--- config.mk ---
export PLATFORM = sky130hd
export DESIGN_NAME = io_intc
export DESIGN_NICKNAME = d
export VERILOG_FILES = /design/src/rtl/io_intc_pkg.sv /design/src/rtl/io_intc_prio_enc.sv /design/src/rtl/io_intc.sv
export SDC_FILE = /design/constraint.sdc
export NUM_CORES = 2
export LEC_CHECK = 0
export ABC_AREA = 1
export CORE_MARGIN = 10
export CORE_UTILIZATION = 35
export DETAILED_ROUTE_END_ITERATION = 10
export GPL_TIMING_DRIVEN = 0
export HOLD_SLACK_MARGIN = 0.12
export PLACE_DENSITY = 0.5
export SLEW_MARGIN = 20
export SYNTH_ARGS = -nofsm -noshare
export SYNTH_HDL_FRONTEND = slang
export SYNTH_HIERARCHICAL = 1
export SYNTH_SLANG_ARGS = --single-unit
export TNS_END_PERCENT = 1
--- constraint.sdc ---
create_clock -name clk -period 5.25 [get_ports clk]
set_input_delay 1.05 -clock clk [delete_from_list [all_inputs] [get_ports clk]]
set_output_delay 1.05 -clock clk [all_outputs]
set_load 0.01 [all_outputs]
--- src/rtl/io_intc_pkg.sv ---
// Shared definitions for io_intc: FSM encoding, register offsets and constants.
// Optional acknowledge timeout is selected with IO_INTC_ACK_TIMEOUT_EN.
package io_intc_pkg;

    typedef enum logic [1:0] {
        ST_IDLE = 2'd0,
        ST_REQ  = 2'd1,
        ST_ACKD = 2'd2
    } state_t;

    // Byte offsets within the 1 KiB decoded window (address bits [9:0]).
    localparam logic [9:0] OFF_STATUS = 10'h000;
    localparam logic [9:0] OFF_MASK   = 10'h004;
    localparam logic [9:0] OFF_VECTOR = 10'h008;
    localparam logic [9:0] OFF_CLEAR  = 10'h00C;
    localparam logic [9:0] OFF_SWINT  = 10'h010;
    localparam logic [9:0] OFF_DATA   = 10'h100;

    localparam logic [31:0] VECTOR_NONE = 32'hFFFF_FFFF;
    localparam int          TFLAG_BIT   = 30;
    localparam int          INTR_BIT    = 31;

    function automatic int id_width(input int n);
        return (n > 1) ? $clog2(n) : 1;
    endfunction

endpackage

--- src/rtl/io_intc_prio_enc.sv ---
// Fixed-priority encoder: reports the lowest set index of req and whether any bit is set.
module io_intc_prio_enc
    import io_intc_pkg::*;
#(
    parameter int NUM_CH = 4,
    parameter int ID_W   = id_width(NUM_CH)
) (
    input  logic [NUM_CH-1:0] req,
    output logic [ID_W-1:0]   id,
    output logic              valid
);

    // Scanning from the top down leaves the lowest set index as the final winner.
    always_comb begin
        id    = '0;
        valid = 1'b0;
        for (int i = NUM_CH - 1; i >= 0; i--) begin
            if (req[i]) begin
                id    = ID_W'(i);
                valid = 1'b1;
            end
        end
    end

endmodule

--- src/rtl/io_intc.sv ---
// N-channel memory-mapped IO controller with scratch data window and fixed-priority
// interrupt controller. Define IO_INTC_ACK_TIMEOUT_EN to compile in the intr withdrawal timeout.
module io_intc
    import io_intc_pkg::*;
#(
    parameter int NUM_CH      = 4,
    parameter int DEPTH       = 64,
    parameter int ACK_TIMEOUT = 255
) (
    input  logic        clk,
    input  logic        reset,
    input  logic        io_cs,
    input  logic        io_rd,
    input  logic        io_wr,
    input  logic [31:0] io_address,
    input  logic [31:0] io_d_in,
    output logic [31:0] io_out,
    input  logic [NUM_CH-1:0] irq_src,
    output logic        intr,
    input  logic        inta
);

    localparam int ID_W  = id_width(NUM_CH);
    localparam int IDX_W = id_width(DEPTH);

    state_t state, state_next;

    logic [NUM_CH-1:0] pending, mask, irq_q, masked;
    logic [NUM_CH-1:0] edges, sw_set, sw_clr, ack_clr;
    logic [31:0]       vector;
    logic              tflag;
    logic              req, ack, timeout_hit, timeout_fire;
    logic [ID_W-1:0]   ack_id;
    logic              ack_valid;

    logic [9:0]        off;
    logic [10:0]       data_off;
    logic              data_hit, wr_en;
    logic [IDX_W-1:0]  data_idx;
    logic [31:0]       rdata, status;
    logic [31:0]       mem [DEPTH];

    // Address decode: bits [1:0] are dropped so every access is word aligned.
    assign off      = {io_address[9:2], 2'b00};
    assign data_off = {1'b0, off} - {1'b0, OFF_DATA};
    assign data_hit = (off >= OFF_DATA) && (data_off < 11'(4 * DEPTH));
    assign data_idx = data_off[IDX_W+1:2];
    assign wr_en    = io_cs & io_wr;

    assign masked = pending & mask;
    assign req    = |masked;
    assign edges  = irq_src & ~irq_q;
    assign sw_set = (wr_en && off == OFF_SWINT) ? io_d_in[NUM_CH-1:0] : '0;
    assign sw_clr = (wr_en && off == OFF_CLEAR) ? io_d_in[NUM_CH-1:0] : '0;
    assign ack_clr = (ack && ack_valid) ? (NUM_CH'(1) << ack_id) : '0;

    io_intc_prio_enc #(
        .NUM_CH (NUM_CH),
        .ID_W   (ID_W)
    ) u_prio (
        .req   (masked),
        .id    (ack_id),
        .valid (ack_valid)
    );

`ifdef IO_INTC_ACK_TIMEOUT_EN
    logic [7:0] tcnt;

    always_ff @(posedge clk) begin
        if (reset) begin
            tcnt <= '0;
        end else if (state == ST_REQ) begin
            tcnt <= tcnt + 8'd1;
        end else begin
            tcnt <= '0;
        end
    end

    assign timeout_hit = (tcnt == 8'(ACK_TIMEOUT - 1));

    always_ff @(posedge clk) begin
        if (reset) begin
            tflag <= 1'b0;
        end else if (timeout_fire) begin
            tflag <= 1'b1;
        end else if (wr_en && off == OFF_CLEAR && io_d_in[TFLAG_BIT]) begin
            tflag <= 1'b0;
        end
    end
`else
    logic unused_cfg;
    assign unused_cfg  = (ACK_TIMEOUT == 0);
    assign timeout_hit = 1'b0;
    assign tflag       = 1'b0;
`endif

    logic unused_addr;
    assign unused_addr = ^{io_address[31:10], io_address[1:0]};

    always_ff @(posedge clk) begin
        if (reset) begin
            state <= ST_IDLE;
        end else begin
            state <= state_next;
        end
    end

    always_comb begin
        state_next = state;
        case (state)
            ST_IDLE: if (req) state_next = ST_REQ;
            ST_REQ: begin
                if (inta)             state_next = ST_ACKD;
                else if (!req)        state_next = ST_IDLE;
                else if (timeout_hit) state_next = ST_IDLE;
            end
            ST_ACKD: if (!inta) state_next = ST_IDLE;
            default: state_next = ST_IDLE;
        endcase
    end

    always_comb begin
        intr         = (state == ST_REQ);
        ack          = (state == ST_REQ) && inta;
        timeout_fire = (state == ST_REQ) && !inta && req && timeout_hit;
    end

    // Sets win over both software clear and acknowledge clear so no event is lost.
    always_ff @(posedge clk) begin
        if (reset) begin
            pending <= '0;
            mask    <= '1;
            irq_q   <= '0;
            vector  <= VECTOR_NONE;
        end else begin
            pending <= (pending & ~sw_clr & ~ack_clr) | edges | sw_set;
            irq_q   <= irq_src;
            if (wr_en && off == OFF_MASK) begin
                mask <= io_d_in[NUM_CH-1:0];
            end
            if (ack && ack_valid) begin
                vector <= 32'(ack_id);
            end
        end
    end

    always_ff @(posedge clk) begin
        if (wr_en && data_hit) begin
            mem[data_idx] <= io_d_in;
        end
    end

    always_comb begin
        status                 = '0;
        status[NUM_CH-1:0]     = pending;
        status[TFLAG_BIT]      = tflag;
        status[INTR_BIT]       = intr;
    end

    always_comb begin
        rdata = '0;
        if (off == OFF_STATUS) begin
            rdata = status;
        end else if (off == OFF_MASK) begin
            rdata = 32'(mask);
        end else if (off == OFF_VECTOR) begin
            rdata = vector;
        end else if (data_hit) begin
            rdata = mem[data_idx];
        end
    end

    assign io_out = (io_cs && io_rd) ? rdata : '0;

endmodule

# After elaboration in Yosys (flattened, before gate mapping)
# Memories as Yosys holds them, arrays and structs flattened.
# Cells that the tools add are included.
[op_classes]
n_addsub = 1
n_lt_le_gt_ge = 2
eq_ne = 9
n_shift = 1
mux = 23
bitwise = 10
n_reduce_logical = 12
[op_table]
columns = ["op", "n"]
rows = [
  ["$mux 32", 5],
  ["$and 4x4->4", 4],
  ["$eq 8x2->1 const B", 2],
  ["$mux 2", 8],
  ["$mux 4", 3],
  ["$not 4->4", 3],
  ["$lt 11x9->1 const B", 1],
  ["$sub 10x9->11 const B", 1],
  ["$ge 10x9->1 const B", 1],
  ["$logic_not 10->1", 1],
  ["$eq 8x1->1 const B", 1],
  ["$eq 8x3->1 const B", 1],
  ["$logic_and 1x1->1", 8],
  ["$or 4x4->4", 2],
  ["$mux 1", 6],
  ["$pmux 2 s3", 1],
  ["$ne 2x2->1 const B", 2],
  ["$reduce_or 4->1", 1],
  ["$shl 1x2->4 const A", 1],
  ["$ne 3x3->1 const B", 1],
  ["$reduce_and 3->1", 1],
  ["$eq 2x1->1 const B", 1],
  ["$eq 2x2->1 const B", 1],
  ["$logic_not 2->1", 1],
  ["$and 1x1->1", 1],
]
[word_totals]
ff_bits = 46
ramBits = 2048
input_bits = 74
output_inout_bits = 33
wordCells = 64
memories = 1
[memory_table]
columns = ["name", "words", "width", "read_ports", "rd_ports_with_merged_regs", "wr", "line_no", "rtl"]
rows = [
  ["mem", 64, 32, 1, 0, 1, "io_intc.sv:41", "logic [31:0] mem [DEPTH];"],
]

# Depth between registers and ports, before layout
[logic_depth]
depth_word = 11
mapped_depth = 18
ltp_nobuf = 15

# Hierarchy
# The synthesis kept the hierarchy.
[modules_own_cells]
columns = ["module", "instances", "cells_per_inst", "area_each_um2", "seq_area_each_um2"]
rows = [
  ["io_intc", 1, 5916, 79870.4, 61839.3],
  ["io_intc_prio_enc", 1, 8, 36.3, 0.0],
]

# Worst setup path after synthesis
# No wires, ideal clock.
[synth_path]
kind = "input-to-reg"
startpoint = "in io_address[4]"
endpoint = "mem mem[12][0] (enable)"
setup_time_ps = 421
arrival_time_ps = 3485
required_time_ps = 4829
slack_ps = 1344
stages = 7
n_path_buf = 3
path_cell_list = "buf_2 inv_2 buf_2 buf_1 nor3_1 nand2_1 nor2_1"
[synth_via]
elab_chain_cells = 6
elab_cells_between_ends = 7
classes_between = "1 x add/sub; 2 x order compare; 2 x mux; 2 x reduce/logical"
[synth_rtl]
columns = ["item", "line_no", "rtl"]
rows = [
  ["from (decl)", "io_intc.sv:15", "input logic [31:0] io_address,"],
  ["$sub 10x9->11", "io_intc.sv:45", "assign data_off = {1'b0, off} - {1'b0, OFF_DATA};"],
  ["$lt 11x9->1", "io_intc.sv:46", "assign data_hit = (off >= OFF_DATA) && (data_off < 11'(4 * DEPTH));"],
  ["$logic_and 1x1->1", "io_intc.sv:46", ""],
  ["$logic_and 1x1->1", "io_intc.sv:148", "if (wr_en && data_hit) begin"],
  ["$mux 1", "io_intc.sv:148", ""],
  ["$mux 1 (not written as such)", "io_intc.sv:149", "mem[data_idx] <= io_d_in;"],
  ["to (decl)", "io_intc.sv:41", ""],
]
# Parallel ways exist; a longest one is shown, timed or not.

# Worst setup path in the final report
[layout_path]
startpoint = "in io_address[7]"
endpoint = "out io_out[15]"
[layout_via]
elab_chain_cells = 8
elab_cells_between_ends = 13
classes_between = "1 x add/sub; 2 x order compare; 2 x eq/ne; 5 x mux; 2 x reduce/logical; 1 x memory"
[layout_rtl]
columns = ["item", "line_no", "rtl"]
rows = [
  ["$sub 10x9->11", "io_intc.sv:45", ""],
  ["$lt 11x9->1", "io_intc.sv:46", ""],
  ["$logic_and 1x1->1", "io_intc.sv:46", ""],
  ["$mux 32", "io_intc.sv:168", "end else if (data_hit) begin"],
  ["$mux 32", "io_intc.sv:166", "end else if (off == OFF_VECTOR) begin"],
  ["$mux 32", "io_intc.sv:164", "end else if (off == OFF_MASK) begin"],
  ["$mux 32 (*)", "io_intc.sv:162", "if (off == OFF_STATUS) begin"],
  ["$mux 32 (*)", "io_intc.sv:173", "assign io_out = (io_cs && io_rd) ? rdata : '0;"],
  ["to (decl)", "io_intc.sv:17", "output logic [31:0] io_out,"],
]
# Mark *: on every way between the ends. The rest lies on a longest branch, timed or not.

==> flow_summary_export.csv <==
group,metric,value,unit
clock_network,root_buffer,"clkbuf_16",
logic_synthesis,synth_edf_count,2048,
global_route,first_global_vias,50590,
sta,setup_tns,-1.482,ns
logic_synthesis,syn-num-nets,5998,
placement,dp_hpwl,227300,um
sta,max_slew_margin,0.2671,
sta,fin_ws,-0.1770,ns
clock_network,cts_tree,"done",
sta,period_needed,5.427,ns
floorplanning,die_width,497.8,um
sta,slew_viol_final,0,
floorplanning,core,0.2273,mm^2
status,status,"complete, but fails checks",
cells_and_area,syn2layout_area_growth,19.99,%
logic_synthesis,synth_area,0.07991,mm^2
sta,skew,0.01070,ns
pwr,p_per_area,361.4,mW/mm^2
placement,dp_slack,-1.122,ns
logic_synthesis,synth.distinct_cells,36,
logic_synthesis,ys.flop_type,"edfxtp_1",
sta,fmax,184.3,MHz
sta,fin_crit_sh,1.034,
route,drtIter0Drc,7728,
cells_and_area,finalNetCount,6466,
sta,hold_viol,0,
cells_and_area,drive_gt1_frac,0.1357,
clock_network,htree_levels,4,
route,drcViolationCount,0,
floorplanning,die_area,0.2478,mm^2
pwr,ir_worst_vdd,0.3878,mV
logic_synthesis,synthArstFlopShare,0,
floorplanning,io_pins,107,
sta,worstMarginPinSlew,1.099,ns
status,violations,"setup timing",
placement,globalplace.congestion,0.9326,
placement,port_buffers,78,
logic_synthesis,ys_seq_area_frac,0.7739,
route,via_per_inst,5.672,
critical_path,crit_fanout,10,
sta,rsz0062_at_grt,"yes",
logic_synthesis,synthCells,5924,
floorplanning,start_util,0.3516,
critical_path,rr_worst_depth,8,
route,routedWlPerCell,34.10,um
clock_network,clockBufferDepth,3,
logic_synthesis,syn_area_per_cell,13.49,um^2
clock_network,clock_sinks,2065,
route,dr_total_vias,54310,
floorplanning,core.rowCount,175,
clock_network,clkTransAtPathRegs,0.06,ns
global_route,track_usage,0.2540,
clock_network,insertion_delay,0.86,ns
critical_path,arrival,4.38,ns
route,wirelength,326600,um
cells_and_area,layout.filler_cells,20840,
global_route,grt_overflow_total,0,
floorplanning,fp.dieH,497.8,um
critical_path,endpoint_kind,"output port",
pwr,p_leak,33.32,nW
pwr,power,34.66,mW
logic_synthesis,yosysWarnings,6,
sta,setup_violations,18,
global_route,grt_pass1_wl,436900,um
hold_path,hold_path_depth,1,
logic_synthesis,ys_ff_latch,2065,
clock_network,ctsHoldBuffers,0,
route,dr.pass1.iters,8,
critical_path,cp.required,4.20,ns
clock_network,cts-buffers-inserted,212,
critical_path,path_class,"in2out",
global_route,antenna_found_initial,19,
critical_path,cp-start-kind,"primary input",
job,drv_cap,0,
hold_path,hp-class,"reg2reg",
global_route,grt_max_degree,68,
route,ant_nets,0,
==> worst max-delay path, stage by stage <==
cell and delay (ns):
clkdlybuf4s50_1 0.51, nor2_4 0.30, clkbuf_1 0.85, nand2_1 0.36
nand2_1 0.32, o21ai_1 0.21, a21oi_1 0.19, clkdlybuf4s50_1 0.56
==> kinds of logic (layout without fill, tap and decap cells) <==
kind of cell | Yosys count | after routing | share of synthesized area
buffers and inverters | 533 | 1169 | 0.02964
other | 0 | 6 | 0
and+or+nand+nor | 2559 | 2559 | 0.1313
AOI/OAI and AO/OA | 767 | 767 | 0.06520
DFF | 2065 | 2065 | 0.7739
==> metal layers <==
metal / global-route usage / routed length [um]
met1: 0.3354 / 126000
met2: 0.3945 / 146300
met3: 0.05563 / 34300
met4: 0.1293 / 19760
met5: 0 / 178
==> report_power, final <==
part	switching, mW	internal, mW
Clock	6.43	7.69
Combinational	1.84	0.547
Sequential	0.00856	18.1
Total	8.28	26.4
==> area by class of cell <==
class | instances | area [um^2] | share of cell area
multi-input combinational | 3326 | 16450 | 0.1715
buffer | 328 | 2056 | 0.02144
antenna | 6 | 15.01 | 0.0001566
sequential | 2065 | 61840 | 0.6450
tap | 3009 | 3765 | 0.03927
inverter | 205 | 774.5 | 0.008078
timing repair buffer | 254 | 4721 | 0.04924
clock inverter | 108 | 685.7 | 0.007151
clock buffer | 274 | 5580 | 0.05820
==> final timing paths <==
kind,start,to,slack [ns]
max,io_address[7],io_out[15],-0.18
min,state[0],state[0],0.45
max reg2reg,mask[3],pending[0],3.58
min reg2reg,state[0],state[0],0.45
==> repair_timing <==
| item | CTS | global route |
|---|---|---|
| hold endpoints to repair | 0 | 0 |
| buffers inserted | 7 | 0 |
| pin swaps | 9 | 4 |
| setup endpoints to repair | 32 | 30 |
| resized for setup | 181 | 70 |
==> cell usage after synthesis (40+ instances only) <==
cell type  number  area [um^2]
nor2_1        165        619.3
inv_1         200        750.7
buf_1          40        150.1
nand2_1      1965         7376
a22oi_1       489         3671
edfxtp_1     2048        61500
o211ai_1       41        307.8
a21oi_1       155        775.7
nand3_1       205         1026
clkbuf_1       44        165.2
o21ai_1        51        255.2
buf_2         223         1116
nand4_1       191         1195
==> state kept, by name, summed over array words and instances (netlist names) <==
name	flops
mask	4
vector	3
mem	2048
irq_q	4
pending	4
state	2
==> per-stage QoR <==
| step | instances | hold WS (ns) | utilization | area, um^2 |
|---|---|---|---|---|
| 2_1_floorplan | 5924 | 0.4195 | - | 79910 |
| 5_1_grt | 9570 | 0.4422 | 0.4218 | 95870 |
| 6_report | 9575 | 0.4533 | 0.4219 | 95880 |
| 3_3_place_gp | 9011 | 0.4301 | 0.3716 | 84450 |
| 3_5_place_dp | 9179 | 0.4423 | 0.3906 | 88780 |
| 4_1_cts | 9568 | 0.4164 | 0.4209 | 95660 |
==> placed cells by master, fill, tap and decap left out, drive strengths merged, types with 2 or more instances in the layout <==
master         Yosys  routed
edfxtp          2048    2048
nand2           1966    1966
a22oi            489     489
buf              284     456
clkbuf            44     345
inv              204     212
nand3            205     205
nand4            192     192
nor2             170     170
a21oi            156     156
clkinv             1      93
o21ai             65      65
clkdlybuf4s50      0      43
o211ai            41      41
nand3b            19      19
dfxtp             17      17
a211oi             8       8
clkdlybuf4s15      0       7
diode              0       6
nor3               6       6
bufinv             0       5
o22ai              3       3
clkinvlp           0       3
clkdlybuf4s18      0       2
o221ai             2       2
dlymetal6s2s       0       2
No activity file was read; power rests on OpenSTA's default activity.
